<file path="src/rtl/counter_timer_arbiter_pkg.sv">
`default_nettype none
// ============================================================================
// Module      : counter_timer_arbiter_pkg
// Description : Shared state encodings, default widths and helpers for the
//               counter/timer arbiter.
// Revision    : 1.0 - initial release
// ============================================================================
package counter_timer_arbiter_pkg;

    typedef enum logic [1:0] {
        ST_IDLE = 2'd0,
        ST_RUN  = 2'd1,
        ST_DONE = 2'd2
    } state_e;

    localparam int C_DEFAULT_CW = 8;

    // Constant-evaluable ceil(log2(value)); returns 1 for value <= 2.
    function automatic int clog2_f(input int value);
        int result;
        result = 1;
        for (int i = 1; i < 31; i++) begin
            if ((1 << i) < value) begin
                result = i + 1;
            end
        end
        return result;
    endfunction

endpackage
`default_nettype wire

</file>
<file path="src/rtl/counter_timer_arbiter_rr_arbiter.sv">
`default_nettype none
// ============================================================================
// Module      : rr_arbiter
// Description : Combinational round-robin picker; searches upward from ptr_i
//               with wrap, returns one-hot grant and its encoded index.
// Revision    : 1.0 - initial release
// ============================================================================
module rr_arbiter
    import counter_timer_arbiter_pkg::*;
#(
    parameter  int N  = 4,
    localparam int IW = clog2_f(N)
) (
    input  logic [N-1:0]  req_i,
    input  logic [IW-1:0] ptr_i,
    output logic [N-1:0]  gnt_o,
    output logic [IW-1:0] idx_o
);

    logic [IW:0] pos;
    logic        found;

    always_comb begin
        gnt_o = '0;
        idx_o = '0;
        found = 1'b0;
        pos   = '0;
        for (int i = 0; i < N; i++) begin
            // Modulo-N wrap without a divider; N need not be a power of two.
            pos = {1'b0, ptr_i} + (IW+1)'(i);
            if (pos >= (IW+1)'(N)) begin
                pos = pos - (IW+1)'(N);
            end
            if (!found && req_i[pos[IW-1:0]]) begin
                found              = 1'b1;
                gnt_o[pos[IW-1:0]] = 1'b1;
                idx_o              = pos[IW-1:0];
            end
        end
    end

endmodule
`default_nettype wire

</file>
<file path="src/rtl/counter_timer_arbiter.sv">
`default_nettype none
// ============================================================================
// Module      : counter_timer_arbiter
// Description : One down-counting delay timer shared by N_REQ requesters via
//               round-robin arbitration, with cancel and a done pulse.
// Revision    : 1.0 - initial release
// ============================================================================
module counter_timer_arbiter
    import counter_timer_arbiter_pkg::*;
#(
    parameter  int N_REQ = 4,
    parameter  int CW    = C_DEFAULT_CW,
    localparam int IW    = clog2_f(N_REQ)
) (
    input  logic                clk,
    input  logic                rst_n,
    input  logic [N_REQ-1:0]    req_valid_i,
    input  logic [N_REQ*CW-1:0] req_delay_i,
    input  logic [N_REQ-1:0]    cancel_i,
    output logic [N_REQ-1:0]    req_ready_o,
    output logic [N_REQ-1:0]    done_o,
    output logic                busy_o,
    output logic [IW-1:0]       grant_id_o,
    output logic [CW-1:0]       count_out_o
);

    state_e             state_q, state_d;
    logic [CW-1:0]      cnt_q, cnt_d;
    logic [IW-1:0]      rr_ptr_q, rr_ptr_d;
    logic [IW-1:0]      grant_q, grant_d;
    logic [N_REQ-1:0]   done_q, done_d;
    logic [N_REQ-1:0]   arb_gnt;
    logic [IW-1:0]      arb_idx;
    logic [CW-1:0]      arb_delay;

    rr_arbiter #(.N(N_REQ)) u_rr_arbiter (
        .req_i (req_valid_i),
        .ptr_i (rr_ptr_q),
        .gnt_o (arb_gnt),
        .idx_o (arb_idx)
    );

    always_comb begin
        arb_delay = '0;
        for (int i = 0; i < N_REQ; i++) begin
            if (arb_gnt[i]) begin
                arb_delay = req_delay_i[i*CW +: CW];
            end
        end
    end

    always_comb begin
        state_d     = state_q;
        cnt_d       = cnt_q;
        rr_ptr_d    = rr_ptr_q;
        grant_d     = grant_q;
        done_d      = '0;
        req_ready_o = '0;
        case (state_q)
            ST_IDLE: begin
                // Accept and load happen on the same edge.
                if (|req_valid_i) begin
                    req_ready_o = arb_gnt;
                    cnt_d       = arb_delay;
                    grant_d     = arb_idx;
                    rr_ptr_d    = (arb_idx == IW'(N_REQ-1)) ? '0 : arb_idx + IW'(1);
                    state_d     = ST_RUN;
                end
            end
            ST_RUN: begin
                if (cancel_i[grant_q]) begin
                    cnt_d   = '0;
                    state_d = ST_IDLE;
                end else if (cnt_q == '0) begin
                    done_d[grant_q] = 1'b1;
                    state_d         = ST_DONE;
                end else begin
                    cnt_d = cnt_q - CW'(1);
                end
            end
            ST_DONE: begin
                state_d = ST_IDLE;
            end
            default: begin
                state_d = ST_IDLE;
            end
        endcase
    end

    always_ff @(posedge clk or negedge rst_n) begin
        if (!rst_n) begin
            state_q  <= ST_IDLE;
            cnt_q    <= '0;
            rr_ptr_q <= '0;
            grant_q  <= '0;
            done_q   <= '0;
        end else begin
            state_q  <= state_d;
            cnt_q    <= cnt_d;
            rr_ptr_q <= rr_ptr_d;
            grant_q  <= grant_d;
            done_q   <= done_d;
        end
    end

    assign done_o      = done_q;
    assign busy_o      = (state_q != ST_IDLE);
    assign grant_id_o  = grant_q;
    assign count_out_o = cnt_q;

endmodule
`default_nettype wire

</file>
<file path="config.mk">
export PLATFORM = sky130hd
export DESIGN_NAME = counter_timer_arbiter
export DESIGN_NICKNAME = d
export VERILOG_FILES = /design/src/rtl/counter_timer_arbiter_pkg.sv /design/src/rtl/counter_timer_arbiter_rr_arbiter.sv /design/src/rtl/counter_timer_arbiter.sv
export SDC_FILE = /design/constraint.sdc
export NUM_CORES = 1
export LEC_CHECK = 0
export CORE_ASPECT_RATIO = 1.1
export CORE_UTILIZATION = 40
export DETAILED_ROUTE_END_ITERATION = 10
export PLACE_DENSITY = 0.71
export SETUP_SLACK_MARGIN = 0.3
export SYNTH_ARGS = -nofsm -noshare
export SYNTH_HDL_FRONTEND = slang
export SYNTH_SLANG_ARGS = --single-unit
</file>
<file path="constraint.sdc">
create_clock -name clk -period 6.4 [get_ports clk]
set_input_delay 1.28 -clock clk [delete_from_list [all_inputs] [get_ports clk]]
set_output_delay 1.28 -clock clk [all_outputs]
set_load 0.02 [all_outputs]
</file>
==> results.ini <==
[outcome]
status=complete, no violations

[worst_setup_path]
crit_chain=clkdlybuf4s50_1 -> or3b_1 -> a2111o_1 -> a21boi_2 -> or2_1 -> and2_1 -> clkdlybuf4s50_1
cp.arrival_ps=4380
path_buf_inv=2
crit_slowest_cell=clkdlybuf4s50_1
crit_family=buffers and inverters
crit_type=input pin to output port
slowest_delay_ps=670
startpoint_type=input pin
crit_top_cell=clkdlybuf4s50_1
cp.required_ps=5120
end_kind=output port
worstPathMaxFanout=11
r2r_slack_ps=2790

[floorplan]
start_util=0.4257
placementRows=25
pin_count=61
die_area_sq_um=4938
core_area_sq_um=4379
die_w_microns=67.09
die_y_microns=73.60

[power]
report.power.total_uw=1267
p_leak_uw=0.001002
power_density_nw_per_um2=503.9
p_clk_frac=0.075
p_int_uw=635.4
pwr-share-comb=0.741
peakVddDrop_uv=357.7
p_switching_uw=631.3
p_sw_frac=0.4984
p_seq_frac=0.184

[final_layout]
syn_to_final_growth_pct=34.83
fin_nets=318
final_cells=321
n_antenna_cell=0
fillers=416
drive_above_1_share=0.08614

[global_route]
grt_pass1_wl_mm=7.845
antenna_found_initial=0
grtUsageTotal=0.2106
grt_max_degree=19
overflow=0
grt_pass1_vias=1683

[yosys]
synth_area_leaders=dfrtp_1, a21oi_1, ha_1
syn_inst=216
ys_ff_latch=18
yosysMostFrequentCell=a21oi_1
synth.avg_cell_area_sq_um=8.631
synth-main-ff-cell=dfrtp_1
yosysWarningCount=0
syn_area_sq_um=1864
synth_cell_types=54
syn-num-nets=266
yosysTopAreaCell=dfrtp_1
synth_top_area_frac=0.2416
synth_edf_count=0
yosysSeqAreaShare=0.2416
synthArstFlopShare=1.000
synthTopCellsByCount=a21oi_1, dfrtp_1, o21ai_0

[route]
post_drt_wl_per_cell_microns=15.17
routed_via_density=5.751
routed_wl_mm=4.868
ant_nets=0
dr.pass1.iters=4
drc=0
vias=1846
drtIter0Drc=134

[placed_design]
hpwl_mm=3.759
gp_congestion=0.8913
dp_cells=317
port_buffers=60

[sta]
maxSlewHeadroom=0.2752
timing.final.crit_period_ps=5656
tns_ps=0
hold_viol=0
fin_crit_sh=0.8837
setup-violations-final=0
grt_setup_unrepaired=false
tightestPinTransition_ps=1083
skew_ps=7.467
fmax_ghz=0.1768
finalMaxSlewViolations=0

[clocking]
clock-sinks=18
path_clk_slew_ps=60
htreeDepth=1
clockBufferDepth=2
cts_buffers=3
cts_setup_buffers=0
clock_latency_ps=270
cts_tree=yes
cts_resized=0
ctsHoldBuffers=0
root_buffer=clkbuf_8

[flow_run]
drv_cap=0

[worst_hold_path]
hold_class=flip-flop to flip-flop

[cell usage in the layout (no fill, tap or decap), drive strengths merged, types with 3 or more instances in the layout]
| master | netlist | routed |
|---|---|---|
| clkdlybuf4s50 | 0 | 60 |
| a21oi | 22 | 22 |
| o21ai | 18 | 18 |
| dfrtp | 18 | 18 |
| inv | 14 | 14 |
| nor2 | 13 | 13 |
| nand2 | 9 | 9 |
| o21a | 8 | 8 |
| ha | 8 | 8 |
| o21bai | 7 | 7 |
| o311ai | 7 | 7 |
| a2111oi | 7 | 7 |
| a31oi | 6 | 6 |
| nand3b | 5 | 5 |
| nor2b | 5 | 5 |
| nor3b | 5 | 5 |
| xnor2 | 5 | 5 |
| mux4 | 4 | 4 |
| clkbuf | 5 | 4 |
| or2 | 4 | 4 |
| nor4 | 3 | 3 |
| and2 | 3 | 3 |
| nand2b | 3 | 3 |
[layer usage]
layer  wire length, microns  part of all wire  GRT usage
met5                      0                 0          0
met4                    102             0.021    0.09693
met3                    216             0.044    0.01863
met2                   2325              0.48     0.3389
met1                   2223              0.46     0.2819
[cell families after synthesis]
family	Yosys count	synth area share
buf+inv	28	0.07181
fa+ha+maj	8	0.05369
flops	18	0.2416
mux	5	0.05369
compound gates	95	0.3832
simple gates	55	0.1631
xor+xnor	7	0.03289
[flip-flops by register name (all words and copies together) (netlist names), named ones only]
| name | cells |
|---|---|
| done_o | 4 |
| state_q | 2 |
| grant_id_o | 2 |
| rr_ptr_q | 1 |
| count_out_o | 8 |
[path summary, 6_finish.rpt]
kind | endpoint | cells past startpoint | from
setup / recovery | req_ready_o[2] | 7 | req_valid_i[2]
hold / removal | done_o[0]$_DFF_PN0_ | 1 | grant_id_o[1]$_DFFE_PN0P_
setup reg to reg | count_out_o[4]$_DFFE_PN0P_ | 8 | flip-flop
hold reg to reg | done_o[0]$_DFF_PN0_ | 1 | grant_id_o[1]$_DFFE_PN0P_
max in group asynchronous | done_o[2]$_DFF_PN0_ | 1 | rst_n
min in group asynchronous | state_q[0]$_DFFE_PN0P_ | 1 | rst_n
[cell type report]
type                    count  area [sq um]  share of cell area
repair buffers             61         608.1              0.2419
flip-flops and latches     18         450.4              0.1792
clock buffers               4         55.05             0.02190
inverters                  14         52.55             0.02091
well taps                  54         67.56             0.02688
multi-input cells         170          1280              0.5092
[worst register-to-register path, stage by stage (launching register included)]
cell and delay [ps]:
dfrtp_1 670, inv_1 250, ha_1 500, or3b_1 420
a2111o_1 540, a21boi_4 460, a2111oi_1 130, o311ai_1 400
a21oi_1 130
[power groups by stage]
| stage | logic, uW | registers (uW) | clock network (uW) |
|---|---|---|---|
| finish | 938 | 233 | 95.4 |
| global route | 1040 | 242 | 103 |
| CTS | 936 | 233 | 97.2 |
| detailed placement | 932 | 235 | 0 |
| global placement | 919 | 234 | 0 |
| floorplan | 678 | 252 | 0 |
[metrics by stage]
| stage | setup slack, ps | hold slack, ps | instance area (sq um) | util |
|---|---|---|---|---|
| CTS | 751.7 | 559.6 | 2514 | 0.5740 |
| global placement | 834.7 | 538.6 | 2459 | 0.5614 |
| floorplan | 2022 | 608.7 | 1864 | - |
| global route | 602.4 | 593.0 | 2514 | 0.5740 |
| detailed placement | 742.4 | 550.2 | 2459 | 0.5614 |
| finish | 744.5 | 547.8 | 2514 | 0.5740 |
Power figures use the tool's default switching activity.
